$ cat src/rtl/shift_reg_reader.sv
// Serial reader for parallel-in/serial-out shift-register chains (e.g. '165 DIP banks).
// Latches the chain, shifts a word in MSB first, and keeps a debounced copy of it.
module shift_reg_reader #(
  parameter int WIDTH        = 16,
  parameter int LOAD_CYCLES  = 2,
  parameter int STABLE_SCANS = 3,
  parameter int AUTO         = 0
) (
  input  logic             clk,
  input  logic             reset,
  input  logic             i_start,
  input  logic             i_data,
  output logic             o_latch,
  output logic             o_busy,
  output logic [WIDTH-1:0] o_data,
  output logic             o_valid,
  output logic [WIDTH-1:0] o_stable,
  output logic             o_changed
);

  localparam int BW = $clog2(WIDTH + 1);
  localparam int LW = $clog2(LOAD_CYCLES + 1);
  localparam int MW = $clog2(STABLE_SCANS + 1);

  localparam logic [BW-1:0] BIT_LAST  = BW'(WIDTH - 1);
  localparam logic [BW-1:0] BIT_ONE   = BW'(1);
  localparam logic [LW-1:0] LOAD_LAST = LW'(LOAD_CYCLES - 1);
  localparam logic [LW-1:0] LOAD_ONE  = LW'(1);
  localparam logic [MW-1:0] MATCH_MAX = MW'(STABLE_SCANS);
  localparam logic [MW-1:0] MATCH_ONE = MW'(1);

  typedef enum logic [1:0] {IDLE, LOAD, SHIFT, DONE} state_t;

  state_t state, state_next;

  logic [LW-1:0]    load_cnt;
  logic [BW-1:0]    bit_cnt;
  logic [WIDTH-1:0] shreg;
  logic             hist_valid;
  logic [MW-1:0]    match_cnt;

  logic             load_done;
  logic             shift_done;
  logic [WIDTH-1:0] word_next;
  logic [MW-1:0]    match_next;
  logic             take_stable;

  always_ff @(posedge clk) begin
    if (reset) state <= IDLE;
    else       state <= state_next;
  end

  always_comb begin
    state_next = state;
    case (state)
      IDLE:  if (AUTO != 0 || i_start) state_next = LOAD;
      LOAD:  if (load_done) state_next = SHIFT;
      SHIFT: if (shift_done) state_next = DONE;
      DONE:  state_next = (AUTO != 0) ? LOAD : IDLE;
      default: state_next = IDLE;
    endcase
  end

  always_comb begin
    o_latch = (state != LOAD);
    o_busy  = (state != IDLE);
  end

  // The final sample edge is also the edge entering DONE, so the word and the
  // debounce decision are built from the shift register plus the live bit.
  always_comb begin
    load_done  = (state == LOAD) && (load_cnt == LOAD_LAST);
    shift_done = (state == SHIFT) && (bit_cnt == BIT_LAST);
    word_next  = {shreg[WIDTH-2:0], i_data};
    if (hist_valid && word_next == o_data)
      match_next = (match_cnt == MATCH_MAX) ? match_cnt : match_cnt + MATCH_ONE;
    else
      match_next = MATCH_ONE;
    take_stable = (match_next == MATCH_MAX) && (word_next != o_stable);
  end

  always_ff @(posedge clk) begin
    if (reset) begin
      load_cnt   <= '0;
      bit_cnt    <= '0;
      shreg      <= '0;
      hist_valid <= 1'b0;
      match_cnt  <= '0;
      o_data     <= '0;
      o_valid    <= 1'b0;
      o_stable   <= '0;
      o_changed  <= 1'b0;
    end else begin
      load_cnt  <= (state == LOAD && !load_done) ? load_cnt + LOAD_ONE : '0;
      bit_cnt   <= (state == SHIFT && !shift_done) ? bit_cnt + BIT_ONE : '0;
      o_valid   <= 1'b0;
      o_changed <= 1'b0;
      if (state == SHIFT) shreg <= word_next;
      if (shift_done) begin
        o_data     <= word_next;
        o_valid    <= 1'b1;
        hist_valid <= 1'b1;
        match_cnt  <= match_next;
        if (take_stable) begin
          o_stable  <= word_next;
          o_changed <= 1'b1;
        end
      end
    end
  end

endmodule

$ cat config.mk
export PLATFORM = sky130hd
export DESIGN_NAME = shift_reg_reader
export DESIGN_NICKNAME = d
export VERILOG_FILES = /design/src/rtl/shift_reg_reader.sv
export SDC_FILE = /design/constraint.sdc
export NUM_CORES = 1
export LEC_CHECK = 0
export CORE_UTILIZATION = 34
export CTS_BUF_LIST = sky130_fd_sc_hd__clkbuf_4
export DETAILED_ROUTE_END_ITERATION = 7
export SETUP_SLACK_MARGIN = 0.5
export SLEW_MARGIN = 20
export SYNTH_ARGS = -nofsm -noshare
export SYNTH_HDL_FRONTEND = slang
export SYNTH_SLANG_ARGS = --single-unit
$ cat constraint.sdc
create_clock -name clk -period 2.3 [get_ports clk]
set_clock_uncertainty 0.1 [all_clocks]
set_input_delay 0.575 -clock clk [delete_from_list [all_inputs] [get_ports clk]]
set_output_delay 0.575 -clock clk [all_outputs]
set_load 0.02 [all_outputs]
* Word level (Yosys, flattened, before mapping) *
Index checks and enable logic that the tools add are counted.

storage, ports and cells
  ROM bits = 0
  word-level logic and storage cells = 52
  latch bits = 0
  flip-flop bits (word level) = 61
  memories = 0
  memory bits (writable) = 0

cells by class
  $add $sub $neg = 3
  eq/ne operators = 13
  shifts and indexed selects = 0
  bitwise operators = 3
  multipliers = 0
  reductions and logical operators = 15
  divide/modulo/power cells = 0
  $lt $le $gt $ge = 0
  mux-type cells = 8

operators with widths
  cell                   number
  $eq A16 B16 Y1         1
  $ne A16 B16 Y1         1
  $mux W2                5
  $eq A2 B2 Y1 const B   4
  $pmux W2 S4            1
  $logic_and A1 B1 Y1    6
  $ne A2 B2 Y1 const B   3
  $reduce_or A2 Y1       3
  $add A5 B1 Y5 const B  1
  $eq A5 B4 Y1 const B   1
  $add A2 B1 Y2 const B  2
  $eq A2 B1 Y1 const B   2
  $not A1 Y1             3
  $reduce_and A3 Y1      1
  $logic_not A1 Y1       2
  $logic_not A2 Y1       1
  $mux W1                2
  $ne A2 B1 Y1 const B   1
  $reduce_and A2 Y1      1
  $reduce_bool A2 Y1     1

* Depth between registers and ports, before layout *
Gate-level depths: netlist of run 1.

  word-level depth = 6
  mapped depth = 9
  mapped depth without buffers = 7

* Worst setup path before layout of run 1 *
No wires, ideal clock.

  path kind = register -> register
  start = reg bit_cnt[0]
  end = reg o_stable[8]
  required time = 2.130 ns
  data arrival time = 1.988 ns
  library setup time = 0.070 ns
  path slack = 0.142 ns
  path buffers = 2
  stages on the path, launching flop included = 10
  cell sequence = dfxtp_1 -> ha_1 -> and3_1 -> ha_1 -> nand2_1 -> buf_2 -> nor4_4 -> clkbuf_1 -> nand4_1 -> a21oi_1

between the ends
  word-level cells in the longest chain between the ends = 3

RTL lines
  element                             RTL line  RTL
  from (decl)                         37        logic [BW-1:0] bit_cnt;
  from (signal assigned)              95        bit_cnt <= (state == SHIFT && !shift_done) ? bit_cnt + BIT_ONE : '0;
  $eq A5 B4 Y1                        73        shift_done = (state == SHIFT) && (bit_cnt == BIT_LAST);
  $logic_and A1 B1 Y1                 73
  $reduce_and A2 Y1 (no source line)  n/a
  to (signal assigned)                105       o_stable <= word_next;
  to (decl)                           17        output logic [WIDTH-1:0] o_stable,

No other way between the ends.
A chain may end at the register's enable or synchronous reset.

* Worst setup path after layout of run 1 *
  start = reg bit_cnt[0]
  end = reg o_stable[6]

The elaborated chain is that of the path after synthesis.

==> results of run 1 <==
## cell families (layout without fill, tap and decap cells)
group | Yosys count | after routing
simple gates | 99 | 99
flops | 61 | 61
compound gates | 58 | 58
buf+inv | 43 | 101
xor+xnor | 31 | 31
mux | 16 | 16
fa+ha+maj | 7 | 7
## final cells by class
type                    instances  area (µm²)  area share
inverters                      11        43.8      0.0109
flip-flops and latches         61        1260       0.316
clock inverters                 6        77.6      0.0194
clock buffers                  10        75.1      0.0188
well taps                     105         131      0.0328
multi-input cells             211        1660       0.414
repair buffers                 74         752       0.188
## worst reg2reg max path, cell delays in order, from the launching register on
cell and delay [ns]:
dfxtp_2 0.37, ha_4 0.13, and3_4 0.18, ha_4 0.13, nand2_2 0.05, or4_4 0.58, buf_16 0.21, o31ai_4 0.23
a21oi_1 0.09
## repair_timing
item	CTS	global route
buffers inserted	8	5
hold endpoints to repair	0	0
setup endpoints to repair	56	70
pin swaps	15	8
cloned	2	0
gates resized for setup	139	42
## layout by cell type, fill, tap and decap left out, types with 3 or more instances in the layout
master,synthesis,final
buf_6,4,5
dfxtp_1,61,28
ha_4,0,4
clkdlybuf4s15_2,0,28
dfxtp_2,0,32
clkbuf_4,0,10
inv_2,0,3
buf_12,0,3
nor3_1,3,3
buf_4,1,27
buf_2,6,3
a21oi_1,34,34
nand4_1,20,20
nor2_1,28,28
xor2_1,9,9
nand2_1,33,32
inv_1,11,7
o31ai_4,0,7
o31ai_2,9,8
nand3_1,3,3
mux2i_1,16,16
xnor2_1,20,20
## worst paths after layout
kind                     from  slack (ns)          end  depth (start not counted)
setup / recovery   bit_cnt[0]        0.12  o_stable[6]                          8
hold reg to reg   load_cnt[0]        0.32  load_cnt[0]                          1
setup reg to reg   bit_cnt[0]        0.12  o_stable[6]                          8
hold / removal    load_cnt[0]        0.32  load_cnt[0]                          1
## per-layer routing
metal	vias to the layer above	routed length [µm]
li1	1191	-
met5	-	0
met2	56	3570
met4	0	161
met3	14	377
met1	1151	3370
## report_power, final
group,internal [mW],switching (mW),leakage [nW]
registers,1.09,0.0262,0.509
logic,0.284,0.282,0.785
clock network,0.443,0.399,0.0852
## sequential cells by signal, summed over array words and instances (netlist names)
signal	flops
o_data	16
o_stable	16
shreg	15
bit_cnt	5
load_cnt	2
match_cnt	2
state	2
hist_valid	1
o_changed	1
o_valid	1
==> results.ini, run 1 <==
[run_status]
status = completed

[setup_path]
cp_data_arrival_time_ns = 2.38
crit_buf_inv = 1
path_delay_family = simple AND/OR/NAND/NOR gates
cp.required_ns = 2.50
worstSetupStartpointType = flop
worst-path-max-fanout = 8
cp-end-kind = flop
crit_slowest_cell = or4_4
path_cells = ha_4 -> and3_4 -> ha_4 -> nand2_2 -> or4_4 -> buf_16 -> o31ai_4 -> a21oi_1
cpPeakStageDelay_ns = 0.58
cpMostUsedCell = ha_4
critPathKind = reg2reg

[timing]
drv_slew = 0
finalSetupViolCount = 0
min_period_ns = 2.18
whs_ns = 0.324
hold_viol_final = 0
tns_ns = 0
worst_pin_slew_ns = 0.456
slew_headroom = 0.696
fmax_ghz = 0.458
fin_crit_sh = 0.949
rsz0062_at_grt = yes
setup_ws_ns = 0.117

[finish]
postLayoutCoreUtil = 0.487
insertedDiodeCount = 0
drive_gt1_frac = 0.408
design_area_um2 = 4000
fill_cells = 752
syn_to_final_growth_pct = 38.1
stdcell_count = 478
nets = 379

[yosys]
synth_fa_ha_area_frac = 0.0302
synth_edf_count = 0
synth_cell_types = 39
async_flop_share = 0
synth.most_common_cell = dfxtp_1
synth-seq-area-share = 0.422
syn_inst = 315
synth_xor_area_frac = 0.103
ys.flop_type = dfxtp_1
synth.top_cell.area_share = 0.422
yosys-top-cells-area = dfxtp_1 42%, xnor2_1 6.0%, a21oi_1 5.9%, mux2i_1 5.5%, nand4_1 4.3%
yosysTopAreaCell = dfxtp_1
synth_fp_nets = 326
synthSimpleGateAreaFrac = 0.168
ys_ff_latch = 61
synth_top_family_by_area = simple AND/OR/NAND/NOR gates
syn_avg_cell_area_um2 = 9.20
ys_warn_count = 0
synth-compound-area-share = 0.151
synthMuxAreaShare = 0.0553
synth_common_cells = 61 x dfxtp_1, 34 x a21oi_1, 33 x nand2_1
syn_area_um2 = 2900

[clocking]
clockBufferDepth = 2
root_buffer = clkbuf_4
cts_buffers = 9
cts_hold_buf = 0
clock_sinks = 61
clk-insertion-delay-late_ns = 0.41
cts_max_level = 3
cts_tree = done
clk_pin_slew_worst_paths_ns = 0.11

[detailed_routing]
drt-total-wl_um = 7470
post-route-drc-count = 0
wl_per_cell_um = 15.6
firstDrtPassIters = 4
final_antenna_net_count = 0
avgViaCountPerCell = 5.05
vias = 2412
drt_iter0_markers = 140

[global_route]
globalRouteMet1Util = 0.229
gr-usage-met3 = 0.0461
grt-ovfl-total = 0
antenna_found_initial = 0
grt_pass1_wl_um = 11900
grt_util_met2 = 0.286
grt_use_total = 0.179
busiest_layer = met2
grt_max_degree = 35
grt_pass1_vias = 2364

[place]
pre_cts_ws_ns = -0.435
globalplace.congestion = 0.805
port_buffers = 39
placed_area_um2 = 3460
dpl.hpwl_um = 4710
dp_cells = 447

[die]
die_x_um = 94.3
fp.dieH_um = 94.3
io_pins = 40
start_util = 0.353
design.core.area_um2 = 8220
dieArea_um2 = 8890
fp-row-count = 33

[power_and_ir_drop]
p_per_area_nw_per_um2 = 631
p_leak_nw = 1.38
peakVddDrop_mv = 0.319
power_mw = 2.52

[job]
max_cap_violations = 0

[hold_path]
hp-class = reg2reg

Power figures use the tool's default switching activity.
==> inputs of run 2 (changes only) <==
--- a/config.mk
+++ b/config.mk
@@ -5,6 +5,7 @@
 export SDC_FILE = /design/constraint.sdc
 export NUM_CORES = 1
 export LEC_CHECK = 0
+export CAP_MARGIN = 5
 export CORE_UTILIZATION = 34
 export CTS_BUF_LIST = sky130_fd_sc_hd__clkbuf_4
 export DETAILED_ROUTE_END_ITERATION = 7
==> results of run 2 <==
The final DEF is identical to that of run 1; final timing and power are the same.
==> inputs of run 3 (changes only) <==
==> constraint.sdc (replaced) <==
create_clock -name clk -period 2.3 [get_ports clk]
set_clock_uncertainty 0.1 [all_clocks]
set_input_delay 0.23 -clock clk [delete_from_list [all_inputs] [get_ports clk]]
set_output_delay 0.23 -clock clk [all_outputs]
set_load 0.02 [all_outputs]
==> run 3 against run 2 <==
Setup slack improved by 0.16 ns. Die area unchanged. Global-route usage grew 0.27 points. First-iteration DRC count is 6.4% lower. Critical endpoint is now o_stable[13]. Highest routed layer unchanged. Register-to-register slack improved by 0.16 ns.
==> results.ini, run 3 (synthesized netlist as in run 1, its figures left out) <==
[run_status]
status = completed  ; unchanged

[setup_path]
worst-path-max-fanout = 5  ; was 8
timing.rr.end = o_stable[13]  ; was o_stable[6]
cp-end-kind = flop  ; unchanged
reg2reg_slack_ns = 0.27  ; was 0.12 ns
cpMostUsedCell = ha_4  ; unchanged
crit_buf_inv = 1  ; unchanged
crit_slowest_cell = or4_4  ; unchanged
cp_data_arrival_time_ns = 2.19  ; was 2.38 ns
path_cells = ha_4 -> and3_4 -> ha_4 -> nand2_4 -> buf_6 -> or4_4 -> o31ai_2 -> a21oi_1  ; was ha_4 -> and3_4 -> ha_4 -> nand2_2 -> or4_4 -> buf_16 -> o31ai_4 -> a21oi_1
cp.required_ns = 2.46  ; was 2.50 ns
cpPeakStageDelay_ns = 0.49  ; was 0.58 ns
worstSetupStartpointType = flop  ; unchanged
critPathKind = reg2reg  ; unchanged
reg2reg_from = bit_cnt[0]  ; unchanged
reg2reg_depth = 8  ; unchanged
path_delay_family = simple AND/OR/NAND/NOR gates  ; unchanged

[place]
port_buffers = 39  ; unchanged
globalplace.congestion = 0.765  ; was 0.805
dpl.hpwl_um = 4660  ; was 4710 µm
dp_cells = 448  ; was 447
pre_cts_ws_ns = -0.0629  ; was -0.435 ns

[finish]
final_common_cell = dfxtp_1  ; was a21oi_1
stdcell_count = 481  ; was 478
insertedDiodeCount = 0  ; unchanged
drive_gt1_frac = 0.295  ; was 0.408
fill_cells = 773  ; was 752
nets = 384  ; was 379
top_regs = o_data: 16 flops, o_stable: 16 flops, shreg: 15 flops  ; unchanged
final_cell_mix = 40 x dfxtp_1, 34 x a21oi_1, 32 x nand2_1, 28 x nor2_1, 26 x buf_4  ; was 34 x a21oi_1, 32 x nand2_1, 32 x dfxtp_2
syn_to_final_growth_pct = 35.7  ; was 38.1%

[global_route]
grt_use_total = 0.182  ; was 0.179
grt_pass1_vias = 2372  ; was 2364
grt-ovfl-total = 0  ; unchanged
grt_max_degree = 39  ; was 35
grt_pass1_wl_um = 12000  ; was 11900 µm
antenna_found_initial = 0  ; unchanged

[die]
start_util = 0.353  ; unchanged
fp.dieH_um = 94.3  ; unchanged
fp-row-count = 33  ; unchanged
die_x_um = 94.3  ; unchanged
io_pins = 40  ; unchanged
design.core.area_um2 = 8220  ; unchanged
dieArea_um2 = 8890  ; unchanged

[power_and_ir_drop]
peakVddDrop_mv = 0.241  ; was 0.319 mV
p_leak_nw = 1.66  ; was 1.38 nW
p_per_area_nw_per_um2 = 569  ; was 631 nW/µm²

[timing]
finalSetupViolCount = 0  ; unchanged
fmax_ghz = 0.493  ; was 0.458 GHz
drv_slew = 0  ; unchanged
hold_viol_final = 0  ; unchanged
worst_pin_slew_ns = 0.727  ; was 0.456 ns
rsz0062_at_grt = yes  ; unchanged
min_period_ns = 2.03  ; was 2.18 ns
slew_headroom = 0.515  ; was 0.696
fin_crit_sh = 0.882  ; was 0.949
setup_ws_ns = 0.272  ; was 0.117 ns

[hold_path]
hold_start = i_data  ; was load_cnt[0]
whs_path_depth = 4  ; was 1
holdPathEnd = o_data[0]  ; was load_cnt[0]
hp-class = in2reg  ; was reg2reg

[detailed_routing]
firstDrtPassIters = 4  ; unchanged
drt_iter0_markers = 131  ; was 140
avgViaCountPerCell = 5.16  ; was 5.05
post-route-drc-count = 0  ; unchanged
wl_per_cell_um = 15.7  ; was 15.6 µm
final_antenna_net_count = 0  ; unchanged
vias = 2484  ; was 2412
drt-total-wl_um = 7530  ; was 7470 µm

[clocking]
cts_tree = done  ; unchanged
cts_buffers = 9  ; unchanged
clockBufferDepth = 2  ; unchanged
clk_pin_slew_worst_paths_ns = 0.11  ; about the same
root_buffer = clkbuf_4  ; unchanged
clock_sinks = 61  ; unchanged
cts_max_level = 3  ; unchanged
clk-insertion-delay-late_ns = 0.39  ; was 0.41 ns

[job]
max_cap_violations = 0  ; unchanged

-- run 3: changes by cell type in the layout (fill, tap and decap cells not counted), moves of 6 or more --
cell,before,now
xnor2_1,20,14
dfxtp_2,32,19
dfxtp_1,28,40
clkdlybuf4s15_2,28,0
clkdlybuf4s50_1,1,18
o31ai_4,7,0
xnor2_2,0,7
dlymetal6s2s_1,0,17
-- run 3: final cells by class --
type	instances	area, µm²	share of cell area
Tap cell	105	131	0.0334
Inverter	11	41.3	0.0105
Clock buffer	11	82.6	0.0210
Timing Repair Buffer	76	748	0.190
Clock inverter	3	38.8	0.00987
Multi-Input combinational cell	214	1640	0.416
Sequential cell	61	1250	0.319
-- run 3: worst max-delay path by stage --
stage	start	end	slack [ns]	cells past startpoint
after CTS	bit_cnt[0]	match_cnt[0]	0.23	7
final	bit_cnt[0]	o_stable[13]	0.27	8
after global placement	i_data	match_cnt[0]	-0.03	6
after detailed placement	i_data	match_cnt[0]	-0.06	6
after global routing	bit_cnt[0]	o_stable[13]	0.20	8
after floorplan	shreg[7]	o_stable[10]	0.31	8
-- run 3: worst register-to-register path, stage by stage (launching register included) --
cell,delay (ns)
dfxtp_2,0.37
ha_4,0.13
and3_4,0.19
ha_4,0.14
nand2_4,0.06
buf_6,0.13
or4_4,0.49
o31ai_2,0.21
a21oi_1,0.09
-- run 3: what timing repair did --
item / in CTS / in global routing
endpoints found under the setup margin: 23 / 61
gates resized for setup: 24 / 43
setup buffers: 9 / 6
cloned: 4 / 0
hold buffers: 0 / 0
pin swaps: 10 / 9
-- run 3: per-stage QoR --
| step | area [µm²] | hold WS (ns) | setup TNS [ns] | utilization | power [mW] |
|---|---|---|---|---|---|
| finish | 3930 | 0.204 | 0 | 0.478 | 2.24 |
| global route | 3930 | 0.210 | 0 | 0.478 | 2.35 |
| CTS | 3790 | 0.247 | 0 | 0.461 | 2.24 |
| detailed placement | 3480 | 0.315 | -0.214 | 0.424 | 1.52 |
| global placement | 3480 | 0.306 | -0.0376 | 0.424 | 1.52 |
| floorplan | 3000 | 0.258 | 0 | - | 1.42 |
-- run 3: power by group --
group	internal [mW]	leakage, nW	switching (mW)
Sequential	1.08	0.503	0.0205
Combinational	0.179	1.09	0.234
Clock	0.340	0.0702	0.379
Total	1.60	1.66	0.634
-- run 3: per-layer routing --
| layer | routed length [µm] | share of wire | vias to the layer above | GRT usage |
|---|---|---|---|---|
| met5 | 0 | 0 | - | 0 |
| met4 | 114 | 0.015 | 0 | 0.0962 |
| met3 | 399 | 0.053 | 6 | 0.0348 |
| met2 | 3650 | 0.49 | 70 | 0.294 |
| met1 | 3360 | 0.45 | 1195 | 0.227 |
| li1 | - | - | 1213 | - |
